==> src/rtl/approx_mul_pkg.sv <==
// Shared widths, compensation weights and pipeline-stage layout for the approximate multiplier scheduler.
// Used by both the combinational core and the arbitration/pipeline wrapper.
package approx_mul_pkg;

  localparam int X_W   = 8;
  localparam int Z_W   = 16;
  localparam int N_REQ = 2;

  // Weights of the compensation terms added on top of the truncated partial-product sum.
  localparam int unsigned COMP_W256  = 256;
  localparam int unsigned COMP_W512  = 512;
  localparam int unsigned COMP_W1024 = 1024;

  typedef logic req_id_t;

  typedef struct packed {
    logic           valid;
    req_id_t        id;
    logic [X_W-1:0] x;
    logic [X_W-1:0] y;
    logic           exact;
  } stage_t;

endpackage

==> src/rtl/approx_mul8_core.sv <==
// 8x8 unsigned multiplier with an exact mode and an approximate mode (upper-nibble rows plus carry compensation).
// Purely combinational, no handshake; the caller registers inputs and result.
module approx_mul8_core
  import approx_mul_pkg::*;
(
  input  logic [X_W-1:0] x,
  input  logic [X_W-1:0] y,
  input  logic           exact,
  output logic [Z_W-1:0] z
);

  logic [Z_W-1:0] z_exact;
  logic [Z_W-1:0] z_rows;
  logic [Z_W-1:0] z_comp;
  logic [2:0]     n256;
  logic [1:0]     n512;
  logic           n1024;

  // Lower-nibble partial-product bits that still feed the compensation network.
  logic a07, a16, a17, a26, a34, a25, a35, a27, a36, a37;

  assign a07 = x[0] & y[7];
  assign a16 = x[1] & y[6];
  assign a17 = x[1] & y[7];
  assign a26 = x[2] & y[6];
  assign a34 = x[3] & y[4];
  assign a25 = x[2] & y[5];
  assign a35 = x[3] & y[5];
  assign a27 = x[2] & y[7];
  assign a36 = x[3] & y[6];
  assign a37 = x[3] & y[7];

  assign z_exact = Z_W'(x) * Z_W'(y);
  assign z_rows  = (Z_W'(y) * Z_W'(x[X_W-1:4])) << 4;

  assign n256  = 3'(a07 | a16) + 3'(a17) + 3'(a26 | a34) + 3'(a25 & a35) + 3'(a25 | a35);
  assign n512  = 2'(a27 & a36) + 2'(a27 | a36);
  assign n1024 = a37;

  assign z_comp = Z_W'(n256 * COMP_W256 + n512 * COMP_W512 + n1024 * COMP_W1024);

  assign z = exact ? z_exact : (z_rows + z_comp);

endmodule

==> src/rtl/approx_mul_sched.sv <==
// Two-requester round-robin front end for one shared approx/exact multiplier; accept->response latency 2 edges.
// One outstanding request per requester; responses are held until their handshake, which also gates new accepts.
module approx_mul_sched
  import approx_mul_pkg::*;
#(
  parameter bit RR_INIT = 1'b0
) (
  input  logic           clk,
  input  logic           rst_n,
  input  logic           req0_valid,
  output logic           req0_ready,
  input  logic [X_W-1:0] req0_x,
  input  logic [X_W-1:0] req0_y,
  input  logic           req0_exact,
  input  logic           req1_valid,
  output logic           req1_ready,
  input  logic [X_W-1:0] req1_x,
  input  logic [X_W-1:0] req1_y,
  input  logic           req1_exact,
  output logic           rsp0_valid,
  input  logic           rsp0_ready,
  output logic [Z_W-1:0] rsp0_z,
  output logic           rsp1_valid,
  input  logic           rsp1_ready,
  output logic [Z_W-1:0] rsp1_z,
  output logic           busy
);

  logic [N_REQ-1:0]          req_vld;
  logic [N_REQ-1:0]          rsp_rdy;
  logic [N_REQ-1:0]          outstanding;
  logic [N_REQ-1:0]          eligible;
  logic [N_REQ-1:0]          grant;
  logic [N_REQ-1:0]          req_rdy;
  logic [N_REQ-1:0]          accept;
  logic [N_REQ-1:0]          rsp_vld_q;
  logic [N_REQ-1:0]          rsp_hs;
  logic [N_REQ-1:0][Z_W-1:0] rsp_z_q;
  req_id_t                   prio_q;
  req_id_t                   acc_id;
  stage_t                    s1_d;
  stage_t                    s1_q;
  stage_t                    s2_q;
  logic [Z_W-1:0]            core_z;

  assign req_vld  = {req1_valid, req0_valid};
  assign rsp_rdy  = {rsp1_ready, rsp0_ready};
  assign eligible = req_vld & ~outstanding;

  // Each grant looks only at the other requester's request, so a ready never
  // depends on its own valid; the two grants can never both accept.
  assign grant[0] = (prio_q == 1'b0) || !eligible[1];
  assign grant[1] = (prio_q == 1'b1) || !eligible[0];

  // Nothing is acceptable while the registers are held in reset.
  assign req_rdy = grant & ~outstanding & {N_REQ{rst_n}};
  assign accept  = req_vld & req_rdy;
  assign rsp_hs  = rsp_vld_q & rsp_rdy;
  assign acc_id  = req_id_t'(accept[1]);

  always_comb begin
    s1_d       = '0;
    s1_d.valid = |accept;
    s1_d.id    = acc_id;
    if (acc_id == 1'b1) begin
      s1_d.x     = req1_x;
      s1_d.y     = req1_y;
      s1_d.exact = req1_exact;
    end else begin
      s1_d.x     = req0_x;
      s1_d.y     = req0_y;
      s1_d.exact = req0_exact;
    end
  end

  always_ff @(posedge clk or negedge rst_n) begin
    if (!rst_n) begin
      outstanding <= '0;
      prio_q      <= RR_INIT;
      s1_q        <= '0;
      s2_q        <= '0;
    end else begin
      outstanding <= (outstanding | accept) & ~rsp_hs;
      if (|accept) begin
        prio_q <= ~acc_id;
      end
      s1_q <= s1_d;
      s2_q <= s1_q;
    end
  end

  approx_mul8_core u_core (
    .x     (s2_q.x),
    .y     (s2_q.y),
    .exact (s2_q.exact),
    .z     (core_z)
  );

  // A response slot is never written while still full: its owner cannot
  // have a second request in flight until the slot has been consumed.
  always_ff @(posedge clk or negedge rst_n) begin
    if (!rst_n) begin
      rsp_vld_q <= '0;
      rsp_z_q   <= '0;
    end else begin
      for (int r = 0; r < N_REQ; r++) begin
        if (s2_q.valid && (s2_q.id == r[0])) begin
          rsp_vld_q[r] <= 1'b1;
          rsp_z_q[r]   <= core_z;
        end else if (rsp_hs[r]) begin
          rsp_vld_q[r] <= 1'b0;
        end
      end
    end
  end

  assign req0_ready = req_rdy[0];
  assign req1_ready = req_rdy[1];
  assign rsp0_valid = rsp_vld_q[0];
  assign rsp1_valid = rsp_vld_q[1];
  assign rsp0_z     = rsp_z_q[0];
  assign rsp1_z     = rsp_z_q[1];
  assign busy       = |outstanding;

endmodule

==> config.mk <==
export PLATFORM = sky130hd
export DESIGN_NAME = approx_mul_sched
export DESIGN_NICKNAME = d
export VERILOG_FILES = /design/src/rtl/approx_mul_pkg.sv /design/src/rtl/approx_mul8_core.sv /design/src/rtl/approx_mul_sched.sv
export SDC_FILE = /design/constraint.sdc
export NUM_CORES = 1
export LEC_CHECK = 0
export ABC_AREA = 1
export CORE_MARGIN = 5
export CORE_UTILIZATION = 50
export CTS_BUF_LIST = sky130_fd_sc_hd__clkbuf_8 sky130_fd_sc_hd__clkbuf_16
export DETAILED_ROUTE_END_ITERATION = 6
export PLACE_DENSITY = 0.73
export SLEW_MARGIN = 20
export SYNTH_ARGS = -nofsm -noshare
export SYNTH_HDL_FRONTEND = slang
export SYNTH_SLANG_ARGS = --single-unit
==> constraint.sdc <==
create_clock -name clk -period 10.4 [get_ports clk]
set_input_delay 3.12 -clock clk [delete_from_list [all_inputs] [get_ports clk]]
set_output_delay 3.12 -clock clk [all_outputs]
set_load 0.03 [all_outputs]
==> metrics.cfg, run 1 <==
[worst_setup_path]
path_max_fanout=2
path_buf_inv=3
worstRegToRegCells=21
cp.required_ns=7.28
start_kind=primary input
path_cells=clkdlybuf4s50_1, nand3_1, nand3_1, inv_1, clkdlybuf4s50_1
critical-path-max-stage-delay_ns=0.67
reg2reg_slack_ns=5.48
crit_slowest_cell=clkdlybuf4s50_1
worst-path-stages=5
cp_top_family=buffers and inverters
critPathArrivalTime_ns=4.45
criticalPathCategory=primary input to output port
endpoint_kind=output port

[final_layout]
area_growth_pct=18.77
drive_above_1_share=0.05687
diodes=0
final_core_util=0.6120
fin_nets=992
design_area_mm2=0.007412

[outcome]
outcome=finished clean

[timing]
rsz0062_at_grt=no
fin_hold_ws_ns=0.3403
finalSetupViolCount=0
fin_crit_sh=0.7283
skew_ns=0.006953
hold_violations=0
min_period_ns=7.574
slew_viol_final=0
fin_ws_ns=2.826
worst_slew_margin_rel=0.4038
tightestPinTransition_ns=0.8943
timing.fmax_mhz=132.0
tns_ns=0

[clock_tree]
numCtsBuffers=9
cts.clk_slew.worst_paths_ns=0.06
cts_tree=yes
cts_hold_buf=0
root_buffer=clkbuf_16
cts_buffer_depth=2
cts_setup_buffers=0
cts_resized=0
insertion_delay_ns=0.33
clock_sinks=75
cts-htree-levels=3

[yosys]
yosysUniqueCellTypes=36
synth-compound-area-share=0.06476
ys_seq_area_frac=0.3007
synthXorXnorAreaFrac=0.01544
syn_nets=929
synth_fa_ha_area_frac=0.2855
synth-simple-area-share=0.2171
synth_top_family_by_area=adder cells
yosys-mux-area-fraction=0
ys_seq_elements=75
avgSynthCellArea_um2=8.043
ys_warn_count=0
netlist_area_mm2=0.006241
synthCells=776

[floorplan]
die_height_um=121.7
initial_core_util=0.5153
dieArea_mm2=0.01482
top_level_ports=77
core-area_mm2=0.01211
die_x_um=121.7
placementRows=40

[place]
place_ws_ns=2.823
port_buffers=76
place_area_mm2=0.007092
post-dp-hpwl_um=11610
gp_congestion=0.9415

[pwr]
cellPowerDensity_mw_per_mm2=333.3
peakVddDrop_v=0.0001282
leakage_nw=4.159

[detailed_routing]
drc_errors=0
wl_um=14210
vias=5022
firstDrtPassIters=5
wl_per_cell_um=14.04
drtIter0Drc=318
vias_per_cell=4.962
antenna_left=0

[grt]
grt_overflow=0
grt.met2_usage=0.3686
grt_max_degree=76
busiest_layer=met2
grt_util_all_layers=0.2067
grt_pass1_wl_um=24470
antenna_found_initial=0
grt_use_met3=0.03575
grt_pass1_vias=5346
use_met1=0.2564

[hold_path]
holdCritPathClass=register to register
worstHoldPathCells=0

[flow_run]
cap_violations=0

[worst register-to-register path, delay by kind of cell, from the launching register on]
family / cells / cell delay (ns)
buffers and inverters: 4 / 0.25
adder cells (fa/ha/maj): 8 / 3.11
flip-flops: 1 / 0.53
AND/OR/NAND/NOR: 8 / 0.73
AO/OA/AOI/OAI: 1 / 0.20
[cell usage after synthesis]
cell type,instances,share of area
nand2_1,241,0.14
inv_1,154,0.093
dfrtp_1,75,0.30
ha_1,64,0.13
fa_1,49,0.16
nand3_1,39,0.031
nor2_1,24,0.014
clkbuf_1,19,0.011
a21oi_1,18,0.014
o21ai_0,15,0.012
o21ai_1,10,0.0080
nand2_2,8,0.0080
inv_2,7,0.0042
xor2_1,7,0.0098
a31oi_1,4,0.0040
nand4_1,4,0.0040
o21ai_2,4,0.0056
xnor2_1,4,0.0056
a22oi_1,3,0.0036
buf_2,3,0.0024
o21bai_1,3,0.0036
or2_1,3,0.0030
buf_6,2,0.0036
nand3_2,2,0.0032
nor3_2,2,0.0032
or2_2,2,0.0020
a21o_1,1,0.0012
a21oi_2,1,0.0014
a21oi_4,1,0.0026
clkbuf_8,1,0.0022
nand3b_1,1,0.0012
nor2_4,1,0.0018
o211ai_1,1,0.0012
o21ai_4,1,0.0026
o22ai_1,1,0.0010
o31ai_4,1,0.0034
[state kept, by name, indices dropped and copies added, names as in the netlist]
register,count
prio_q,1
rsp0_z,16
rsp_vld_q,2
rsp1_z,16
s2_q,19
outstanding,2
s1_q,19
[cell families after synthesis]
group,count (synthesis)
AOI/OAI and AO/OA,64
xor gates and xnor gates,11
adders and majority gates,113
buffers and inverters,186
DFF,75
and+or+nand+nor,327
[through the flow]
stage | power [mW] | instances
CTS | 2.491 | 1012
finish | 2.471 | 1012
global route | 2.733 | 1012
floorplan | 1.671 | 776
detailed placement | 2.148 | 996
global placement | 2.117 | 996
[cell type report]
class / instances / area [um2]
clock buffer: 11 / 252.7
clock inverter: 5 / 67.56
fill: 1072 / 4700
inverter: 161 / 604.3
multi-input combinational: 515 / 3637
sequential: 75 / 1877
tap: 168 / 210.2
timing repair buffer: 77 / 763.2
[placed cells by master (no fill, tap or decap), types with 2 or more instances in the layout]
| cell type | synthesis | routed |
|---|---|---|
| a21oi_1 | 18 | 18 |
| a22oi_1 | 3 | 3 |
| a31oi_1 | 4 | 4 |
| clkbuf_16 | 0 | 9 |
| clkbuf_8 | 1 | 2 |
| clkdlybuf4s50_1 | 0 | 75 |
| dfrtp_1 | 75 | 75 |
| fa_1 | 49 | 49 |
| ha_1 | 64 | 64 |
| inv_1 | 154 | 154 |
| inv_2 | 7 | 7 |
| inv_6 | 0 | 2 |
| nand2_1 | 241 | 241 |
| nand2_2 | 8 | 8 |
| nand3_1 | 39 | 39 |
| nand3_2 | 2 | 2 |
| nand4_1 | 4 | 4 |
| nor2_1 | 24 | 24 |
| nor3_2 | 2 | 2 |
| o21ai_0 | 15 | 15 |
| o21ai_1 | 10 | 10 |
| o21ai_2 | 4 | 4 |
| o21bai_1 | 3 | 3 |
| or2_1 | 3 | 3 |
| or2_2 | 2 | 2 |
| xnor2_1 | 4 | 4 |
| xor2_1 | 7 | 7 |
[per-layer routing]
layer,wire [um],vias to the layer above
met5,0,-
met4,263,0
met3,742,21
met2,7142,147
met1,6060,2380
li1,-,2474
[final timing paths]
kind / endpoint / startpoint
worst max register to register: rsp1_z[15] / s2_q[9]
worst max-delay path: req0_ready / req1_valid
max in group asynchronous: s2_q[14] / rst_n
worst min register to register: s2_q[13] / s1_q[13]
min in group asynchronous: rsp1_z[3] / rst_n
worst min-delay path: s2_q[13] / s1_q[13]
[report_power, final]
group / internal [mW] / switching [mW]
clock network: 0.203 / 0.122
registers: 0.374 / 0.0715
logic: 0.640 / 1.06
(Power assumes the default switching activity.)
==> run 2, diff against run 1 <==
Clock period 10.4 ns to 7.8 ns, I/O delays scaled along.
==> run 2 against run 1 <==
Via count shrank 0.52%. Flip-flop and latch count unchanged. Clock skew decreased by 0.00062 ns. Sequential share of layout area rose by 0.18 points. Sequential power rose by 33%. Global-route usage up 0.13 points. Die area unchanged. Setup slack lost 1.1 ns. Power grew 31%. Worst hold slack better by 0.0026 ns. Cell area fell by 0.71%. Critical path depth is the same.
==> metrics.cfg, run 2 (synthesis results as in run 1) <==
[grt]
grt_max_degree=76  ; unchanged
grt_pass1_vias=5286  ; -1.1%
antenna_found_initial=0  ; unchanged
grt_pass1_wl_um=24780  ; +1.3%
grt_overflow=0  ; unchanged
grt_util_all_layers=0.2080  ; +0.001278

[clock_tree]
cts_resized=0  ; unchanged
root_buffer=clkbuf_16
cts-htree-levels=3  ; unchanged
insertion_delay_ns=0.33  ; about the same
cts_setup_buffers=0  ; unchanged
clock_sinks=75  ; unchanged
numCtsBuffers=9  ; unchanged
cts_tree=yes
cts_hold_buf=0  ; unchanged
cts_buffer_depth=2  ; unchanged
cts.clk_slew.worst_paths_ns=0.06  ; about the same

[worst_setup_path]
start_kind=primary input
r2r_end=rsp1_z[15]
endpoint_kind=output port
critPathArrivalTime_ns=3.69  ; -0.76 ns
path_max_fanout=2  ; unchanged
criticalPathCategory=primary input to output port
reg2reg_slack_ns=2.88  ; -2.60 ns
worstRegToRegCells=21  ; unchanged
r2r_start=s2_q[9]
cp.required_ns=5.46  ; -1.82 ns

[detailed_routing]
top_layer_used=met4
dr_wl_met2_um=7188  ; +0.64%
drc_errors=0  ; unchanged
wl_met1_um=6213  ; +2.5%
met3RoutedLength_um=627  ; -15%
vias_per_cell=4.942  ; -0.42%
wl_per_cell_um=14.00  ; -0.26%
antenna_left=0  ; unchanged
vias=4996  ; -0.52%
firstDrtPassIters=5  ; unchanged
drtIter0Drc=260  ; -18%
wl_um=14160  ; -0.36%

[floorplan]
initial_core_util=0.5153  ; unchanged
dieArea_mm2=0.01482  ; unchanged
die_height_um=121.7  ; unchanged
die_x_um=121.7  ; unchanged
top_level_ports=77  ; unchanged
core-area_mm2=0.01211  ; unchanged
placementRows=40  ; unchanged

[timing]
fin_crit_sh=0.7728
tns_ns=0  ; unchanged
slew_viol_final=0  ; unchanged
skew_ns=0.006333  ; -0.0006201 ns
timing.fmax_mhz=165.9
tightestPinTransition_ns=0.8923  ; -0.002016 ns
rsz0062_at_grt=no
hold_violations=0  ; unchanged
worst_slew_margin_rel=0.4051  ; +0.001344
min_period_ns=6.028
finalSetupViolCount=0  ; unchanged
fin_hold_ws_ns=0.3429  ; +0.002610 ns

[final_layout]
diodes=0  ; unchanged
drive_above_1_share=0.05457  ; -0.002305
top_regs=s1_q (19), s2_q (19)
fin_nets=992  ; unchanged
layout.cells.non_filler=1011  ; -0.099%
final_common_cell=nand2_1
final_cell_mix=nand2_1 (241), inv_1 (155), clkdlybuf4s50_1 (75), dfrtp_1 (75), ha_1 (64)
area_growth_pct=17.92

[pwr]
leakage_nw=4.133  ; -0.61%
pwr-share-seq=0.182  ; +0.002
p_clk_frac=0.113  ; -0.018
cellPowerDensity_mw_per_mm2=440.7  ; +32%
peakVddDrop_v=0.0001562  ; +22%
p_switching_mw=1.672  ; +33%
p_comb_frac=0.705  ; +0.016
intPower_mw=1.572  ; +29%
switching_share=0.5154  ; +0.007819

[hold_path]
hp-start=s1_q[0]
worstHoldPathCells=0  ; unchanged
holdCritPathClass=register to register
hold_end=s2_q[0]

[outcome]
outcome=finished clean

[place]
gp_congestion=0.8993  ; -4.5%
dpl.cell_count=996  ; unchanged
post-dp-hpwl_um=11710  ; +0.86%
port_buffers=76  ; unchanged

[flow_run]
cap_violations=0  ; unchanged

==> run 2: cell types whose count changed in the layout (fill, tap and decap cells not counted), sizes merged <==
cell,previous run,this run
bufinv,1,0
clkinvlp,0,1
clkinv,1,2
clkbuf,11,9
==> run 2: area by class of cell <==
type / instances / area, um2
inverters: 161 / 604.3
fillers: 1041 / 4752
flip-flops and latches: 75 / 1877
repair buffers: 77 / 763.2
well taps: 168 / 210.2
multi-input cells: 515 / 3637
clock inverters: 6 / 42.54
clock buffers: 9 / 225.2
==> run 2: worst max path at each step <==
stage                           from          to  depth (start not counted)
after CTS                 req0_valid  req1_ready                          5
after floorplan           req1_valid  req0_ready                          3
after global placement    req0_valid  req1_ready                          5
final                     req0_valid  req1_ready                          5
after detailed placement  req0_valid  req1_ready                          5
after global routing      req0_valid  req1_ready                          5
==> run 2: per-layer routing <==
| layer | vias up | track usage |
|---|---|---|
| met4 | 0 | 0.04412 |
| li1 | 2483 | - |
| met3 | 11 | 0.02971 |
| met1 | 2385 | 0.2703 |
| met5 | - | 0 |
| met2 | 117 | 0.3699 |
==> run 2: power by group through the flow <==
| stage | clock network [mW] | logic [mW] | registers [mW] |
|---|---|---|---|
| after floorplan | 0 | 1.53 | 0.695 |
| after global placement | 0 | 2.24 | 0.592 |
| after detailed placement | 0 | 2.29 | 0.596 |
| after CTS | 0.373 | 2.30 | 0.591 |
| after global routing | 0.394 | 2.61 | 0.605 |
| final | 0.366 | 2.29 | 0.592 |
==> run 2: critical path: stages <==
cell and delay, ns:
clkdlybuf4s50_1 0.43, nand3_1 0.10, nand3_1 0.09, inv_2 0.07, clkdlybuf4s50_1 0.67
==> run 2: stage by stage <==
| stage | utilization | worst slack (ns) | power, mW | area (um2) |
|---|---|---|---|---|
| after floorplan | - | 2.792 | 2.229 | 6241 |
| after global placement | 0.5855 | 1.815 | 2.836 | 7092 |
| after detailed placement | 0.5855 | 1.768 | 2.883 | 7092 |
| after CTS | 0.6076 | 1.766 | 3.267 | 7360 |
| after global routing | 0.6076 | 1.704 | 3.611 | 7360 |
| final | 0.6076 | 1.772 | 3.244 | 7360 |
==> run 3, diff against run 2 <==
Settings changed: PLACE_DENSITY 0.73 to 0.76.
Clock period 7.8 ns to 5.05 ns, I/O delays scaled along.
==> run 3 against run 2 <==
Clock skew decreased by 0.0017 ns. Global-route usage decreased by 0.15 points. Flip-flop and latch count unchanged. Sequential power increased by 52%. Worst hold slack improved by 0.0034 ns. First-iteration DRC count increased by 45%. Non-clock buffer count increased by 5. Power increased by 60%. Critical endpoint is now rsp1_z[15]. Largest cell class unchanged.
==> metrics.cfg, run 3 (synthesis results as in run 1) <==
[detailed_routing]
drc_errors=0  ; unchanged
wl_per_cell_um=14.02  ; +0.12%
firstDrtPassIters=5  ; unchanged
vias=5022  ; +0.52%
drtIter0Drc=376  ; +45%
antenna_left=0  ; unchanged
wl_um=14260  ; +0.71%
vias_per_cell=4.938  ; about the same

[final_layout]
final_cell_mix=nand2_1 (241), inv_1 (155), clkdlybuf4s50_1 (75), dfrtp_1 (73), ha_1 (64)
area_growth_pct=19.59
top_regs=s1_q (19), s2_q (19)
drive_above_1_share=0.06478  ; +0.01022
design_area_mm2=0.007463  ; +1.4%
diodes=0  ; unchanged
final_common_cell=nand2_1
fillers=1084  ; +4.1%
fin_nets=997  ; +0.50%

[hold_path]
holdCritPathClass=register to register
worstHoldPathCells=0  ; unchanged

[floorplan]
die_height_um=121.7  ; unchanged
dieArea_mm2=0.01482  ; unchanged
top_level_ports=77  ; unchanged
initial_core_util=0.5153  ; unchanged
core-area_mm2=0.01211  ; unchanged
placementRows=40  ; unchanged
die_x_um=121.7  ; unchanged

[clock_tree]
insertion_delay_ns=0.33  ; about the same
cts_hold_buf=0  ; unchanged
root_buffer=clkbuf_16
cts-htree-levels=3  ; unchanged
cts_tree=yes
numCtsBuffers=9  ; unchanged
clock_sinks=75  ; unchanged
cts_buffer_depth=2  ; unchanged
cts.clk_slew.worst_paths_ns=0.06  ; about the same

[worst_setup_path]
critical-path-max-stage-delay_ns=0.59  ; -0.08 ns
path_cells=nand2_1, ha_1, inv_1, fa_1, inv_1, fa_1, inv_1, ha_1, ha_1, fa_1, fa_1, inv_1, fa_2, o21ai_4, nand3_1, nor2_1, nand2_1, nand3_1, nand2_1, nand2_1, nand2_1
path_buf_inv=4  ; +1
crit_slowest_cell=fa_1
path_common_cell=nand2_1
cp.required_ns=5.27  ; -0.19 ns
endpoint_kind=register
path_max_fanout=8  ; +6
start_kind=register
cp_top_family=adder cells
critPathArrivalTime_ns=4.89  ; +1.20 ns
criticalPathCategory=register to register
worstRegToRegCells=21  ; unchanged
worst-path-stages=21  ; +16

[grt]
antenna_found_initial=1  ; +1
grt_max_degree=40  ; -47%
grt_pass1_wl_um=23950  ; -3.3%
grt_overflow=0  ; unchanged
grt_pass1_vias=5050  ; -4.5%
grt_util_all_layers=0.2065  ; -0.001479

[timing]
hold_violations=0  ; unchanged
fin_ws_ns=0.3865  ; -1.385 ns
tns_ns=0  ; unchanged
worst_slew_margin_rel=0.4436  ; +0.03846
timing.fmax_mhz=214.4
finalSetupViolCount=0  ; unchanged
skew_ns=0.004617  ; -0.001716 ns
tightestPinTransition_ns=0.8326  ; -0.05971 ns
min_period_ns=4.663
fin_hold_ws_ns=0.3462  ; +0.003375 ns
fin_crit_sh=0.9235
rsz0062_at_grt=no
slew_viol_final=0  ; unchanged

[outcome]
outcome=finished clean

[place]
gp_congestion=0.9213  ; +2.4%
port_buffers=76  ; unchanged
place_ws_ns=0.3044  ; -1.463 ns
place_area_mm2=0.007132  ; +0.56%
post-dp-hpwl_um=11710  ; about the same

[pwr]
power_mw=5.182  ; +60%
leakage_nw=4.185  ; +1.3%
cellPowerDensity_mw_per_mm2=694.3  ; +58%
peakVddDrop_v=0.0002956  ; +89%

[flow_run]
cap_violations=0  ; unchanged

[run 3: final timing paths]
check / endpoint / slack (ns) / start
setup / recovery: rsp1_z[15] / 0.39 / s2_q[9]
hold / removal: s2_q[0] / 0.35 / s1_q[0]
setup reg to reg: rsp1_z[15] / 0.39 / s2_q[9]
hold reg to reg: s2_q[0] / 0.35 / s1_q[0]
max in group asynchronous: s2_q[10] / 3.43 / rst_n
min in group asynchronous: outstanding[0] / 1.25 / rst_n
[run 3: cell type report]
cell class	count	area [um2]	area share
well taps	168	210.2	0.02816
clock inverters	7	101.3	0.01358
flip-flops and latches	75	1879	0.2518
repair buffers	82	803.3	0.1076
multi-input cells	515	3640	0.4877
inverters	161	604.3	0.08097
clock buffers	9	225.2	0.03018
[run 3: repair_timing]
action / CTS / global route
setup endpoints to repair: 0 / 2
resized for setup: 0 / 3
buffers inserted: 0 / 0
[run 3: power breakdown]
group	internal (mW)	leakage, nW	switching [mW]
logic	1.33	3.10	2.25
clock network	0.438	0.163	0.262
registers	0.770	0.927	0.132
[run 3: per-layer routing]
layer | share of wire | global-route usage | up-vias
met1 | 0.43 | 0.2659 | 2363
met4 | 0.019 | 0.05112 | 2
met5 | 0.00077 | 0 | -
li1 | - | - | 2486
met2 | 0.49 | 0.3551 | 149
met3 | 0.054 | 0.04503 | 22
[run 3: metrics by stage]
step,cells,utilization
floorplan,776,-
CTS,1017,0.6158
detailed placement,1001,0.5888
finish,1017,0.6162
global placement,1001,0.5888
global route,1017,0.6162
